$ cat src/rtl/network_sel_ctrl_pkg.sv
// Shared types and constants for the NTT butterfly output network sequencer.
// Patterns pack {sel_a_0, sel_a_1, sel_a_2, sel_a_3}, two bits each.
package ntt_net_pkg;

  typedef enum logic [1:0] {
    IDLE,
    RUN,
    DRAIN,
    DONE
  } state_t;

  localparam logic [1:0] SEL_BF0_LO = 2'b00;
  localparam logic [1:0] SEL_BF0_UP = 2'b01;
  localparam logic [1:0] SEL_BF1_LO = 2'b10;
  localparam logic [1:0] SEL_BF1_UP = 2'b11;

  localparam logic [7:0] PAT_A = {
    SEL_BF0_UP, SEL_BF0_LO,
    SEL_BF1_UP, SEL_BF1_LO
  };
  localparam logic [7:0] PAT_B = {
    SEL_BF0_UP, SEL_BF1_UP,
    SEL_BF0_LO, SEL_BF1_LO
  };

  localparam int DRAIN_R2 = 7;
  localparam int DRAIN_R4 = 13;

endpackage

$ cat src/rtl/network_sel_ctrl_if.sv
// Control/status bundle between the NTT sequencer and its driver.
// master drives start/mode/stall; slave is the sequencer.
interface network_sel_ctrl_if #(
  parameter int LOG_N = 8
);
  localparam int SW = $clog2(LOG_N);

  logic          start;
  logic          mode;
  logic          stall;
  logic          sel;
  logic          sen;
  logic [1:0]    sel_a_0;
  logic [1:0]    sel_a_1;
  logic [1:0]    sel_a_2;
  logic [1:0]    sel_a_3;
  logic [SW-1:0] stage;
  logic          busy;
  logic          done;

  modport master (
    output start, mode, stall,
    input  sel, sen, stage, busy, done,
    input  sel_a_0, sel_a_1, sel_a_2, sel_a_3
  );

  modport slave (
    input  start, mode, stall,
    output sel, sen, stage, busy, done,
    output sel_a_0, sel_a_1, sel_a_2, sel_a_3
  );

endinterface

$ cat src/rtl/network_sel_pattern.sv
// Maps (mode, stage, last-stage flag) to the four butterfly select codes.
// The last stage always uses pattern A regardless of mode.
module network_sel_pattern
  import ntt_net_pkg::*;
#(
  parameter int SW = 3
) (
  input  logic          mode,
  input  logic [SW-1:0] stage,
  input  logic          last,
  output logic [1:0]    sel_a_0,
  output logic [1:0]    sel_a_1,
  output logic [1:0]    sel_a_2,
  output logic [1:0]    sel_a_3
);

  logic [7:0] pat;

  always_comb begin
    pat = PAT_A;
    unique case (1'b1)
      last:                      pat = PAT_A;
      !last && mode:             pat = PAT_B;
      !last && !mode && stage[0]: pat = PAT_B;
      default:                   pat = PAT_A;
    endcase
  end

  assign sel_a_0 = pat[7:6];
  assign sel_a_1 = pat[5:4];
  assign sel_a_2 = pat[3:2];
  assign sel_a_3 = pat[1:0];

endmodule

$ cat src/rtl/network_sel_ctrl.sv
// Sequencer for the mixed-radix NTT output network: walks stages and
// issue cycles, then drains the network's select delay before done.
module network_sel_ctrl
  import ntt_net_pkg::*;
#(
  parameter int LOG_N = 8
) (
  input logic clk,
  input logic rst,
  network_sel_ctrl_if.slave bus
);

  localparam int SW = $clog2(LOG_N);
  localparam int CW = LOG_N - 2;

  localparam logic [CW-1:0] CNT_LAST = '1;
  localparam logic [SW-1:0] LAST_R2 = SW'(LOG_N - 1);
  localparam logic [SW-1:0] LAST_R4 = SW'(LOG_N / 2 - 1);

  state_t        state;
  logic [CW-1:0] cnt;
  logic [3:0]    dcnt;
  logic          mode_q;
  logic [SW-1:0] stage_q;
  logic          sel_q;
  logic          sen_q;
  logic          busy_q;
  logic          done_q;
  logic [1:0]    sa0_q, sa1_q, sa2_q, sa3_q;

  logic          mode_nxt;
  logic [SW-1:0] s_last;
  logic [SW-1:0] stage_nxt;
  logic          adv;
  logic [3:0]    d_last;
  logic [1:0]    p0, p1, p2, p3;

  always_comb begin
    mode_nxt  = (state == IDLE) ? bus.mode : mode_q;
    s_last    = mode_nxt ? LAST_R4 : LAST_R2;
    adv       = mode_q | ~bus.stall;
    d_last    = mode_q ? 4'(DRAIN_R4 - 1)
                       : 4'(DRAIN_R2 - 1);
    stage_nxt = stage_q;
    if (state == IDLE)
      stage_nxt = '0;
    else if (state == RUN && adv &&
             cnt == CNT_LAST &&
             stage_q != s_last)
      stage_nxt = stage_q + 1'b1;
  end

  // Codes are looked up for the stage about to be issued, then registered.
  network_sel_pattern #(
    .SW(SW)
  ) u_pat (
    .mode    (mode_nxt),
    .stage   (stage_nxt),
    .last    (stage_nxt == s_last),
    .sel_a_0 (p0),
    .sel_a_1 (p1),
    .sel_a_2 (p2),
    .sel_a_3 (p3)
  );

  always_ff @(posedge clk or negedge rst) begin
    if (!rst) begin
      state   <= IDLE;
      cnt     <= '0;
      dcnt    <= '0;
      mode_q  <= 1'b0;
      stage_q <= '0;
      sel_q   <= 1'b0;
      sen_q   <= 1'b0;
      busy_q  <= 1'b0;
      done_q  <= 1'b0;
      sa0_q   <= 2'b00;
      sa1_q   <= 2'b00;
      sa2_q   <= 2'b00;
      sa3_q   <= 2'b00;
    end else begin
      unique case (state)
        IDLE: begin
          done_q <= 1'b0;
          if (bus.start) begin
            state   <= RUN;
            mode_q  <= bus.mode;
            sel_q   <= bus.mode;
            sen_q   <= ~bus.mode;
            busy_q  <= 1'b1;
            cnt     <= '0;
            dcnt    <= '0;
            stage_q <= stage_nxt;
            sa0_q   <= p0;
            sa1_q   <= p1;
            sa2_q   <= p2;
            sa3_q   <= p3;
          end
        end
        RUN: begin
          sen_q   <= ~mode_q & ~bus.stall;
          stage_q <= stage_nxt;
          sa0_q   <= p0;
          sa1_q   <= p1;
          sa2_q   <= p2;
          sa3_q   <= p3;
          if (adv) begin
            if (cnt == CNT_LAST) begin
              cnt <= '0;
              if (stage_q == s_last) begin
                state <= DRAIN;
                dcnt  <= '0;
              end
            end else begin
              cnt <= cnt + 1'b1;
            end
          end
        end
        DRAIN: begin
          sen_q <= ~mode_q & ~bus.stall;
          if (adv) begin
            if (dcnt == d_last) begin
              state  <= DONE;
              busy_q <= 1'b0;
              done_q <= 1'b1;
              sen_q  <= 1'b0;
            end else begin
              dcnt <= dcnt + 1'b1;
            end
          end
        end
        DONE: begin
          done_q <= 1'b0;
          state  <= IDLE;
        end
        default: state <= IDLE;
      endcase
    end
  end

  assign bus.sel     = sel_q;
  assign bus.sen     = sen_q;
  assign bus.stage   = stage_q;
  assign bus.busy    = busy_q;
  assign bus.done    = done_q;
  assign bus.sel_a_0 = sa0_q;
  assign bus.sel_a_1 = sa1_q;
  assign bus.sel_a_2 = sa2_q;
  assign bus.sel_a_3 = sa3_q;

endmodule

$ cat src/flat_wrapper.sv
// flat-port wrapper written by rule: the top's interface ports become plain ports
module network_sel_ctrl_flat import ntt_net_pkg::*;
#(
  parameter int LOG_N = 8
)
  (clk, rst, bus_start, bus_mode, bus_stall, bus_sel, bus_sen, bus_stage, bus_busy, bus_done, bus_sel_a_0, bus_sel_a_1, bus_sel_a_2, bus_sel_a_3);
  network_sel_ctrl_if #(.LOG_N(LOG_N)) bus_i ();
  input logic clk;
  input logic rst;
  input wire logic [$bits(bus_i.start)-1:0] bus_start;
  input wire logic [$bits(bus_i.mode)-1:0] bus_mode;
  input wire logic [$bits(bus_i.stall)-1:0] bus_stall;
  output wire logic [$bits(bus_i.sel)-1:0] bus_sel;
  output wire logic [$bits(bus_i.sen)-1:0] bus_sen;
  output wire logic [$bits(bus_i.stage)-1:0] bus_stage;
  output wire logic [$bits(bus_i.busy)-1:0] bus_busy;
  output wire logic [$bits(bus_i.done)-1:0] bus_done;
  output wire logic [$bits(bus_i.sel_a_0)-1:0] bus_sel_a_0;
  output wire logic [$bits(bus_i.sel_a_1)-1:0] bus_sel_a_1;
  output wire logic [$bits(bus_i.sel_a_2)-1:0] bus_sel_a_2;
  output wire logic [$bits(bus_i.sel_a_3)-1:0] bus_sel_a_3;
  assign bus_i.start = bus_start;
  assign bus_i.mode = bus_mode;
  assign bus_i.stall = bus_stall;
  assign bus_sel = bus_i.sel;
  assign bus_sen = bus_i.sen;
  assign bus_stage = bus_i.stage;
  assign bus_busy = bus_i.busy;
  assign bus_done = bus_i.done;
  assign bus_sel_a_0 = bus_i.sel_a_0;
  assign bus_sel_a_1 = bus_i.sel_a_1;
  assign bus_sel_a_2 = bus_i.sel_a_2;
  assign bus_sel_a_3 = bus_i.sel_a_3;
  network_sel_ctrl #(.LOG_N(LOG_N)) u_core (.clk(clk), .rst(rst), .bus(bus_i));
endmodule
$ cat config.mk
export PLATFORM = sky130hd
export DESIGN_NAME = network_sel_ctrl_flat
export DESIGN_NICKNAME = d
export VERILOG_FILES = /design/src/rtl/network_sel_ctrl_pkg.sv /design/src/rtl/network_sel_ctrl_if.sv /design/src/rtl/network_sel_pattern.sv /design/src/rtl/network_sel_ctrl.sv /design/src/flat_wrapper.sv
export SDC_FILE = /design/constraint.sdc
export NUM_CORES = 1
export LEC_CHECK = 0
export CAP_MARGIN = 5
export CORE_MARGIN = 5
export CORE_UTILIZATION = 38
export CTS_CLUSTER_SIZE = 25
export DETAILED_ROUTE_END_ITERATION = 8
export GPL_TIMING_DRIVEN = 0
export RECOVER_POWER = 25
export SYNTH_ARGS = -nofsm -noshare
export SYNTH_HDL_FRONTEND = slang
export SYNTH_SLANG_ARGS = --single-unit
$ cat constraint.sdc
create_clock -name clk -period 4.7 [get_ports clk]
set_input_delay 0.705 -clock clk [delete_from_list [all_inputs] [get_ports clk]]
set_output_delay 0.705 -clock clk [all_outputs]
set_load 0.01 [all_outputs]
==> results.md, run 1 <==
* Status: finished clean
* Worst r2r src: u_core.state[0]$_DFFE_PN0P_
* CTS max path bufs at 2
* CTS Buf Count at 3
* Initial antenna violation count at 0
* Synth Area per Inst at 9.40 um^2
* Vias in the first global route at 1190
* Fin crit period at 2.44 ns
* Synth unique cells at 43
* Fin. Hold Viols at 0
* Final Util at 47.7%
* Critical path origin: bus_start
* Residual DRC count at 0
* Worst Clk Skew at 0.00455 ns
* Ant. Diodes at 0
* GRT overflow at 0
* Critical Path RT at 4.86 ns
* Critical path fanouts, max at 8
* Dominant cell type by area after synthesis: dfrtp_1
* Layout cell share with drive strength beyond 1 at 11.7%
* Peak supply drop at 0.227 mV
* GPL Wtd Cong at 0.817
* Async S/R FF share, synth at 100%
* All-Layer GR Usage at 13.3%
* Iteration-0 DRC count of the detailed router at 56
* CTS tree: yes
* WL/cell at 14.1 um
* First-pass detailed-route iteration total at 4
* I/O pins at 20
* Share of the synthesized area in the top cell type at 37.1%
* Pre-CTS setup slack at 2.04 ns
* Die width at 72.5 um
* Dpl cells at 224
* Post-Layout Cell Count at 228
* CTS root buffer: clkbuf_8
* Synth area leaders: dfrtp_1 (37%), ha_1 (7.6%), nand2_1 (4.3%)
* Count leader, synth: dfrtp_1
* Critical path endpoint category: flop
* RSZ-0062 raised after global routing: false
* Dpl hpwl at 2430 um
* Yosys reg bits at 22
* Pwr/cell area at 626 nW/um^2
* Final Cycle Share at 51.8%
* Die area at 5260 um^2
* Post-synthesis sequential area ratio at 37.1%
* Detail Route Antenna Nets at 0
* Setup crit start kind: input pin
* Largest net degree at the start of global routing at 23
* Nets at 195
* Area growth from synthesis to layout at 19.5%
* Max_cap viols at 0
* Number of I/O port buffers at 17
* Synth top cells by count: dfrtp_1 (22), nand2_1 (17), o21ai_0 (12)
* Pleak at 0.783 nW
* Peak Freq at 411 MHz
* Syn. warnings at 0
* Final setup TNS at 0 ns
* Starting Density at 40.0%
* Core ar. at 3720 um^2
* Max H-tree Level at 1
* Multi-input gate area at 852 um^2
* Hold_buf cts at 0
* Worst-path clk slew at 0.08 ns
* Total length of routed wires at 3210 um
* Final Max Slew Viols at 0
* Average vias per placed instance at 5.42
* Fill cells at 375
* Post-synth design cell area at 1490 um^2
* CP arrival at 2.59 ns
* First-pass GRT wire length at 5550 um
* Most used DFF post-synth: dfrtp_1
* Slew headroom at 30.9%
* Clk sink count at 22
* Final setup viols at 0
* Number of synthesized flops with an enable pin at 0
* Rows at 22
* HP Class: flop to flop
* Clock Latency Late Sink at 0.27 ns
* Vias at 1235
* Register Area at 551 um^2
* Critical hold path startpoint: u_core.cnt[5]$_DFFE_PN0P_
* Critical path class: input pin to flop
* Setup bufs post-CTS at 0
* Die height at 72.5 um
* Post-CTS Resized at 0
* Min setup slack post-route at 2.26 ns
* Slew @ Worst Pin at 1.03 ns
* Mapped Cells at 158
[metal layers]
metal	routed length, um	vias to the layer above	GRT usage, %
met4	48	0	4.30
met3	128	5	2.35
met2	1520	21	21.9
met1	1520	604	17.5
li1	-	605	-
met5	0	-	0
[placed cells by master, fill, tap and decap left out, types with 2 or more instances in the layout]
master,instances
a21o_1,3
a21oi_1,4
a22o_1,4
a32oi_1,2
and2_1,2
and3b_1,2
buf_4,7
clkbuf_1,2
clkbuf_8,4
clkdlybuf4s50_1,15
conb_1,2
dfrtp_1,22
dlygate4sd3_1,2
ha_1,9
inv_1,7
mux2_2,3
mux2i_1,6
nand2_1,17
nand2b_1,6
nand3_1,8
nor2_1,5
nor2b_1,3
nor3_1,7
nor4_1,2
nor4b_1,2
o211a_1,2
o21ai_0,12
o22ai_1,2
[final cells by class]
type | count | area share (%)
multi-input combinational | 121 | 48.0
sequential | 22 | 31.0
timing repair buffer | 17 | 9.59
buffer | 9 | 3.39
tap | 48 | 3.39
clock buffer | 4 | 3.10
inverter | 7 | 1.48
[power breakdown]
group | internal [mW] | total, mW | switching (mW)
clock network | 0.0748 | 0.139 | 0.0646
registers | 0.267 | 0.343 | 0.0758
logic | 0.306 | 0.629 | 0.323
[per-stage QoR]
stage / hold WS, ns / cell area, um^2 / power (mW)
after floorplan: 0.409 / 1490 / 0.778
after global placement: 0.473 / 1720 / 0.954
after detailed placement: 0.500 / 1720 / 0.976
after CTS: 0.512 / 1770 / 1.12
after global routing: 0.535 / 1770 / 1.21
final: 0.507 / 1770 / 1.11
[critical path, cell delays in order]
cell and delay (ns):
dlygate4sd3_1 0.65, mux2i_1 0.56, a21o_1 0.28, nor3_1 0.08, a21o_1 0.15, a22o_1 0.17
[kinds of logic (layout without fill, tap and decap cells)]
logic type                 after synthesis  after routing  synth area share (%)
buffers and inverters                   16             37                  5.81
adders and majority gates                9              9                  7.58
other                                    1              2                 0.252
and+or+nand+nor                         64             64                  25.2
AOI/OAI and AO/OA                       36             36                  16.8
DFF                                     22             22                  37.1
muxes                                   10             10                  7.33
[worst paths after layout]
kind	end	slack [ns]	depth (start not counted)
worst max-delay path	u_core.cnt[4]$_DFFE_PN0P_	2.26	6
worst min-delay path	u_core.cnt[5]$_DFFE_PN0P_	0.51	1
worst max register to register	u_core.cnt[4]$_DFFE_PN0P_	2.35	8
worst min register to register	u_core.cnt[5]$_DFFE_PN0P_	0.51	1
max in group asynchronous	u_core.bus.sen$_DFFE_PN0P_	3.01	1
min in group asynchronous	u_core.bus.sel_a_3[1]$_DFFE_PN0P_	1.06	1
[state kept, by name, indices dropped and copies added, names as in the netlist]
name and count:
u_core.bus.sel_a_3 1, u_core.cnt 6, u_core.bus.done 1, u_core.mode_q 1
u_core.dcnt 4, u_core.bus.busy 1, u_core.bus.sen 1, u_core.bus.sel_a_2 1
u_core.bus.stage 3, u_core.state 2, u_core.bus.sel_a_1 1
No activity file was read; power rests on OpenSTA's default activity.
==> run 2, diff against run 1 <==
==> constraint.sdc (replaced) <==
create_clock -name clk -period 2.19 [get_ports clk]
set_input_delay 0.3285 -clock clk [delete_from_list [all_inputs] [get_ports clk]]
set_output_delay 0.3285 -clock clk [all_outputs]
set_load 0.01 [all_outputs]
==> results.md, run 2 (same netlist as run 1, synthesis figures left out) <==
* R2R depth at 7 (-1)
* CP max stage cell: dfrtp_1
* RSZ-0062 raised after global routing: false
* Peak Freq at 483 MHz
* Hold_buf cts at 0 (unchanged)
* Slew headroom at 31.5% (+0.62 points)
* Setup crit start kind: flop
* Critical Path Most Common Cell: mux2i_2
* WL/cell at 13.9 um (-1.2%)
* Number of I/O port buffers at 17 (unchanged)
* Vias at 1239 (+0.32%)
* I/O pins at 20 (unchanged)
* Critical Path RT at 2.34 ns (-2.52 ns)
* Die width at 72.5 um (unchanged)
* Hold Path Depth at 1 (unchanged)
* CTS tree: yes
* All-Layer GR Usage at 13.3% (+0.033 points)
* HP Class: flop to flop
* Critical path class: flop to flop
* Slew @ Worst Pin at 1.02 ns (-0.00932 ns)
* Iteration-0 DRC count of the detailed router at 48 (-14%)
* Ant. Diodes at 0 (unchanged)
* Pre-CTS setup slack at -0.127 ns (-2.16 ns)
* Layout cell share with drive strength beyond 1 at 17.5% (+5.8 points)
* Worst hold slack at 0.506 ns (-0.000258 ns)
* Min setup slack post-route at 0.119 ns (-2.15 ns)
* Worst Clk Skew at 0.00285 ns (-0.00169 ns)
* Critical path fanouts, max at 6 (-2)
* Final Cycle Share at 94.5%
* Die height at 72.5 um (unchanged)
* Final Max Slew Viols at 0 (unchanged)
* Core ar. at 3720 um^2 (unchanged)
* CTS Buf Count at 3 (unchanged)
* Pleak at 0.798 nW (+1.9%)
* Worst-path clk slew at 0.08 ns (about the same)
* GRT overflow at 0 (unchanged)
* Worst R2R Setup Slack at 0.12 ns (-2.23 ns)
* CP Cell Sequence: inv_2 -> ha_2 -> mux2i_2 -> mux2i_2 -> a21bo_2 -> nand3_1 -> mux2_2
* Largest register FFs at 6 (unchanged)
* Overall Power at 2.49 mW (+120%)
* Rows at 22 (unchanged)
* Nets at 198 (+1.5%)
* Starting Density at 40.0% (unchanged)
* Final setup viols at 0 (unchanged)
* Fill cells at 365 (-2.7%)
* Area growth from synthesis to layout at 23.6%
* Most frequent cells in the layout: dfrtp_1 (22), nand2_1 (17), clkdlybuf4s50_1 (16)
* Die area at 5260 um^2 (unchanged)
* Detail Route Antenna Nets at 0 (unchanged)
* First-pass detailed-route iteration total at 4 (unchanged)
* Residual DRC count at 0 (unchanged)
* Clock Latency Late Sink at 0.26 ns (about the same)
* Peak supply drop at 0.521 mV (+130%)
* Total length of routed wires at 3210 um (about the same)
* Dpl hpwl at 2430 um (unchanged)
* Vias in the first global route at 1192 (+0.17%)
* Clk sink count at 22 (unchanged)
* CTS max path bufs at 2 (unchanged)
* Biggest register: u_core.cnt
* Fin. Hold Viols at 0 (unchanged)
* CTS root buffer: clkbuf_8
* Fin crit period at 2.07 ns
* Initial antenna violation count at 0 (unchanged)
* Largest net degree at the start of global routing at 23 (unchanged)
* Max_cap viols at 0 (unchanged)
* Max H-tree Level at 1 (unchanged)
* Max incr delay on CP at 0.43 ns (-0.22 ns)
* Status: finished clean
* GPL Wtd Cong at 0.817 (unchanged)
* Average vias per placed instance at 5.36 (-0.98%)
* CP arrival at 2.22 ns (-0.37 ns)
* Pwr/cell area at 1360 nW/um^2 (+120%)
* Commonest non-fill, non-tap cell in the layout: dfrtp_1
* Critical path endpoint category: flop
* First-pass GRT wire length at 5560 um (+0.13%)
## run 2: cell types whose count changed in the layout (fill, tap and decap cells not counted), moves of 2 or more
cell	previous run	this run
inv_1	7	5
mux2i_2	0	2
ha_1	9	7
mux2i_1	6	3
ha_2	0	2
buf_4	7	9
inv_2	0	2
## run 2: report_power, final
part | switching, mW | leakage (nW) | total (mW) | internal (mW)
Combinational | 0.719 | 0.499 | 1.46 | 0.738
Sequential | 0.165 | 0.270 | 0.739 | 0.573
Clock | 0.135 | 0.0288 | 0.296 | 0.160
## run 2: what timing repair did
action,CTS,global route
cloned,0,0
resized for setup,3,8
buffers inserted,0,3
pin swaps,0,1
setup endpoints to repair,6,10
## run 2: final timing paths
check / start / to
setup reg to reg: u_core.state[1]$_DFFE_PN0P_ / u_core.state[1]$_DFFE_PN0P_
max in group asynchronous: rst / u_core.bus.sen$_DFFE_PN0P_
setup / recovery: u_core.state[1]$_DFFE_PN0P_ / u_core.state[1]$_DFFE_PN0P_
hold reg to reg: u_core.cnt[5]$_DFFE_PN0P_ / u_core.cnt[5]$_DFFE_PN0P_
min in group asynchronous: rst / u_core.bus.sel_a_3[1]$_DFFE_PN0P_
hold / removal: u_core.cnt[5]$_DFFE_PN0P_ / u_core.cnt[5]$_DFFE_PN0P_
## run 2: cell type report
cell class / count / area, um^2 / area share [%]
repair buffers: 20 / 193 / 10.5
clock buffers: 4 / 55.1 / 3.00
well taps: 48 / 60.1 / 3.27
flip-flops and latches: 22 / 551 / 30.0
multi-input cells: 121 / 886 / 48.3
plain buffers: 9 / 65.1 / 3.54
inverters: 7 / 26.3 / 1.43
## run 2: worst max-delay path: cells and delay by family, from the launching register on
kind	cells	cell delay (ns)
AO/OA/AOI/OAI	1	0.24
adder cells (fa/ha/maj)	1	0.22
buffers and inverters	1	0.11
flip-flops	1	0.43
multiplexers	3	0.84
AND/OR/NAND/NOR	1	0.11
## run 2: routing by layer
metal | up-vias | GRT usage (%) | share of wire (%)
met5 | - | 0 | 0
met4 | 0 | 4.30 | 0.72
met3 | 2 | 2.35 | 4.0
met2 | 19 | 22.1 | 48
met1 | 603 | 17.5 | 47
li1 | 615 | - | -
## run 2: through the flow
| stage | util [%] | cell area, um^2 | std cells | setup TNS (ns) |
|---|---|---|---|---|
| 5_1_grt | 49.4 | 1840 | 231 | 0 |
| 6_report | 49.4 | 1840 | 231 | 0 |
| 2_1_floorplan | - | 1490 | 159 | 0 |
| 3_3_place_gp | 46.3 | 1720 | 224 | -0.359 |
| 4_1_cts | 48.1 | 1790 | 228 | 0 |
| 3_5_place_dp | 46.3 | 1720 | 224 | -0.392 |
